### src/rtl/fifo_wptr_full.sv
// Write-side pointer and full/almost-full flags for an async FIFO.
// Optional almost-full logic is built when FIFO_ALMOST_FULL_EN is defined.
module fifo_wptr_full #(
  parameter int ADDR_WIDTH = 4,
  parameter int AFULL_GAP  = 2
) (
  input  logic                  w_clk,
  input  logic                  w_rst,
  input  logic                  w_inc,
  input  logic [ADDR_WIDTH:0]   r_ptr,
  output logic                  w_en,
  output logic [ADDR_WIDTH-1:0] w_addr,
  output logic [ADDR_WIDTH:0]   w_ptr,
  output logic                  w_full,
  output logic                  w_almost_full
);

  localparam int A = ADDR_WIDTH;

  logic [A:0] rq1;
  logic [A:0] rq2;
  logic [A:0] w_bin;
  logic [A:0] w_bin_next;
  logic [A:0] w_gray_next;
  logic [A:0] full_cmp;

  assign w_en        = w_inc & ~w_full & ~w_rst;
  assign w_addr      = w_bin[A-1:0];
  assign w_bin_next  = w_bin + (A+1)'(w_en);
  assign w_gray_next = w_bin_next ^ (w_bin_next >> 1);

  // Full when write is exactly one lap ahead: top two Gray bits inverted.
  assign full_cmp = {~rq2[A:A-1], rq2[A-2:0]};

  always_ff @(posedge w_clk or posedge w_rst) begin
    if (w_rst) begin
      rq1    <= '0;
      rq2    <= '0;
      w_bin  <= '0;
      w_ptr  <= '0;
      w_full <= 1'b0;
    end else begin
      rq1    <= r_ptr;
      rq2    <= rq1;
      w_bin  <= w_bin_next;
      w_ptr  <= w_gray_next;
      w_full <= (w_gray_next == full_cmp);
    end
  end

`ifdef FIFO_ALMOST_FULL_EN
  localparam logic [A:0] AF_LVL = (A+1)'((1 << A) - AFULL_GAP);

  function automatic logic [A:0] gray2bin(input logic [A:0] g);
    logic [A:0] b;
    b[A] = g[A];
    for (int i = A - 1; i >= 0; i--) begin
      b[i] = b[i+1] ^ g[i];
    end
    return b;
  endfunction

  logic [A:0] rq2_bin;
  logic [A:0] level;

  assign rq2_bin = gray2bin(rq2);
  assign level   = w_bin_next - rq2_bin;

  always_ff @(posedge w_clk or posedge w_rst) begin
    if (w_rst) begin
      w_almost_full <= 1'b0;
    end else begin
      w_almost_full <= (level >= AF_LVL);
    end
  end
`else
  assign w_almost_full = 1'b0;
`endif

endmodule
### config.mk
export PLATFORM = sky130hd
export DESIGN_NAME = fifo_wptr_full
export DESIGN_NICKNAME = d
export VERILOG_FILES = /design/src/rtl/fifo_wptr_full.sv
export SDC_FILE = /design/constraint.sdc
export NUM_CORES = 1
export LEC_CHECK = 0
export ABC_AREA = 1
export CAP_MARGIN = 10
export CORE_MARGIN = 3
export CORE_UTILIZATION = 42
export CTS_CLUSTER_DIAMETER = 200
export DETAILED_ROUTE_END_ITERATION = 10
export MAX_ROUTING_LAYER = met4
export PLACE_DENSITY = 0.75
export SLEW_MARGIN = 20
export SYNTH_ARGS = -nofsm -noshare
export SYNTH_HDL_FRONTEND = slang
export SYNTH_SLANG_ARGS = --single-unit
### constraint.sdc
create_clock -name w_clk -period 1.46 [get_ports w_clk]
set_input_delay 0.219 -clock w_clk [delete_from_list [all_inputs] [get_ports w_clk]]
set_output_delay 0.219 -clock w_clk [all_outputs]
set_load 0.01 [all_outputs]
==> results.sh <==
export IMPL_netlist_instances=89
export IMPL_wirelength_mm=1.511
export IMPL_fin_area_sq_um=1230
export IMPL_power_density_nw_per_um2=2025
export IMPL_maxSlewViolCount=0
export IMPL_clkTransAtPathRegs_ns=0.11
export IMPL_dr_pass1_iters=4
export IMPL_drc_errors=0
export IMPL_dpl_cell_area_sq_um=1155
export IMPL_cts_tree="done"
export IMPL_syn2layout_area_growth_pct=44.99
export IMPL_rows=15
export IMPL_clk_latency_ns=0.29
export IMPL_port_buffers=18
export IMPL_io_pins=20
export IMPL_max_freq_ghz=0.6446
export IMPL_yosys_top_cells_area="dfrtp_1 59%, nand2_1 11%, nand2_2 5.9%, nand3_1 5.9%, inv_1 4.0%"
export IMPL_setup_viol=3
export IMPL_layout_common_cells="22 x nand2_1, 18 x dfrtp_1, 12 x buf_4"
export IMPL_design_die_area_sq_um=2595
export IMPL_core_area_sq_um=1821
export IMPL_end_kind="register"
export IMPL_cts_made_buffers=3
export IMPL_status="complete, but fails checks"
export IMPL_cts_sinks=20
export IMPL_finalWorstPathRequiredPeriod_ns=1.551
export IMPL_final_cell_count_no_fill=147
export IMPL_timing_hold_ws_ns=0.1522
export IMPL_finClkSkew_ns=0.004106
export IMPL_hold_path_class="primary input to async pin"
export IMPL_synthAdderAreaFrac_pct=2.950
export IMPL_post_dp_hpwl_mm=1.202
export IMPL_mostFrequentLayoutCell="nand2_1"
export IMPL_worstPathRequired_ns=1.69
export IMPL_grt_max_degree=21
export IMPL_power_leakage_nw=0.6136
export IMPL_grt_use_total_pct=13.29
export IMPL_muxShareOfSynthArea_pct=0
export IMPL_path_class="register to register"
export IMPL_grt_overflow=0
export IMPL_power_w=0.002490
export IMPL_final_net_count=133
export IMPL_ys_types=14
export IMPL_htree_levels=1
export IMPL_grt_pass1_wl_mm=2.587
export IMPL_path_cells="nor2_4 > ha_4 > ha_4 > inv_2 > nand2_2 > nand2_1 > nand2_1 > nand2_1 > nand3_1 > nor2_1 > nand2_1 > nor2_1"
export IMPL_fin_crit_sh_pct=106.3
export IMPL_die_x_um=50.94
export IMPL_start_kind="register"
export IMPL_yosys_area_top_type="dfrtp_1"
export IMPL_viasPerCell=4.510
export IMPL_cp_buffers_inverters=1
export IMPL_violations="negative setup slack"
export IMPL_grt_pass1_vias=641
export IMPL_ir_worst_vdd_mv=0.9680
export IMPL_finalHoldViolCount=0
export IMPL_synth_top_family_by_area="simple AND/OR/NAND/NOR gates"
export IMPL_slowest_delay_ns=0.43
export IMPL_start_util_pct=46.60
export IMPL_rsz0062_at_grt="yes"
export IMPL_yosysSeqAreaShare_pct=59.00
export IMPL_synthXorXnorAreaFrac_pct=0
export IMPL_crit_path_frequent_cell="nand2_1"
export IMPL_clock_path_buffers=2
export IMPL_drt_iter0_drc=11
export IMPL_synth_simple_area_share_pct=30.53
export IMPL_cts_hold_buffers=0
export IMPL_setup_ws_ns=-0.09146
export IMPL_cts_root_buffer="clkbuf_4"
export IMPL_synth_compound_area_share_pct=0
export IMPL_place_inst=138
export IMPL_gp_congestion=0.7133
export IMPL_cap_violations=0
export IMPL_antenna_found_initial=0
export IMPL_synth_top_area_share_pct=59.00
export IMPL_synthesis_nets=99
export IMPL_avgSynthCellArea_sq_um=9.532
export IMPL_die_y_um=50.94
export IMPL_n_antenna_cell=0
export IMPL_drive_gt1_share_pct=33.61
export IMPL_ys_seq_elements=20
export IMPL_synth_area_sq_um=848.3
export IMPL_synth_warning_count=0
export IMPL_worstPathArrival_ns=1.79
export IMPL_wl_per_cell_um=10.28
export IMPL_postRouteAntennaNets=0
export IMPL_num_vias=663
export IMPL_cpMaxStageDelayCell="dfrtp_1"
export IMPL_critPathTopFamily="simple AND/OR/NAND/NOR gates"
export IMPL_crit_fanout=5
layout make-up:
type / instances / area, sq um
fill: 154 / 590.6
sequential: 20 / 503.0
timing repair buffer: 31 / 276.5
multi-input combinational: 56 / 337.8
inverter: 11 / 45.04
clock buffer: 4 / 36.28
tap: 25 / 31.28
flip-flops by register name, summed over array words and instances, names as in the netlist:
name    cells
w_ptr       4
rq1         5
w_bin       5
w_full      1
rq2         5
cells by family after synthesis:
group | after synthesis
buffers and inverters | 13
flip-flops | 20
adder cells (fa/ha/maj) | 2
AND/OR/NAND/NOR | 53
other | 1
power breakdown:
part | switching, W | internal, W
Sequential | 0.0000703 | 0.000707
Clock | 0.000163 | 0.000152
Combinational | 0.000685 | 0.000714
Total | 0.000917 | 0.00157
worst min-delay path: stages:
cell	delay (ns)
dlygate4sd2_1	0.26
clkinvlp_4	0.09
buf_4	0.26
routing by layer:
layer	GRT usage (%)	vias to the layer above	share of wire (%)
li1	-	343	-
met1	16.35	305	46
met2	23.39	13	49
met3	1.749	2	4.5
met4	2.691	0	0.66
met5	-	-	0
cells in the mapped netlist:
master	n
nor2_1	3
inv_1	9
inv_2	2
conb_1	1
nand3_1	10
nand2_2	8
buf_6	1
buf_4	1
nand4_1	3
ha_1	2
nand2_1	25
dfrtp_1	20
nand3_2	2
nand3b_1	2
path summary, 6_finish.rpt:
path                            startpoint  slack (ns)  cells past startpoint        to
min in group w_clk                r_ptr[3]        0.35                      1    rq1[3]
worst min register to register      rq1[3]        0.36                      0    rq2[3]
max in group asynchronous            w_rst        1.09                      3  w_bin[2]
worst min-delay path                 w_rst        0.15                      3    rq1[4]
worst max register to register      w_full       -0.09                     12    w_full
worst max-delay path                w_full       -0.09                     12    w_full
repair_timing:
item / in CTS / in global routing
setup endpoints to repair: 10 / 5
resized for setup: 9 / 1
buffers inserted: 4 / 1
hold endpoints to repair: 0 / 0
cloned: 0 / 0
pin swaps: 4 / 0
through the flow:
step                worst slack (ns)  utilization (%)  setup TNS (ns)
floorplan                    -0.3273                -         -0.6262
detailed placement           -0.6050            63.44          -3.318
global route                 -0.2160            67.56         -0.5330
finish                      -0.09146            67.56         -0.1596
CTS                          -0.1042            67.01         -0.1499
global placement             -0.5586            63.44          -2.939
Power figures use the tool's default switching activity.
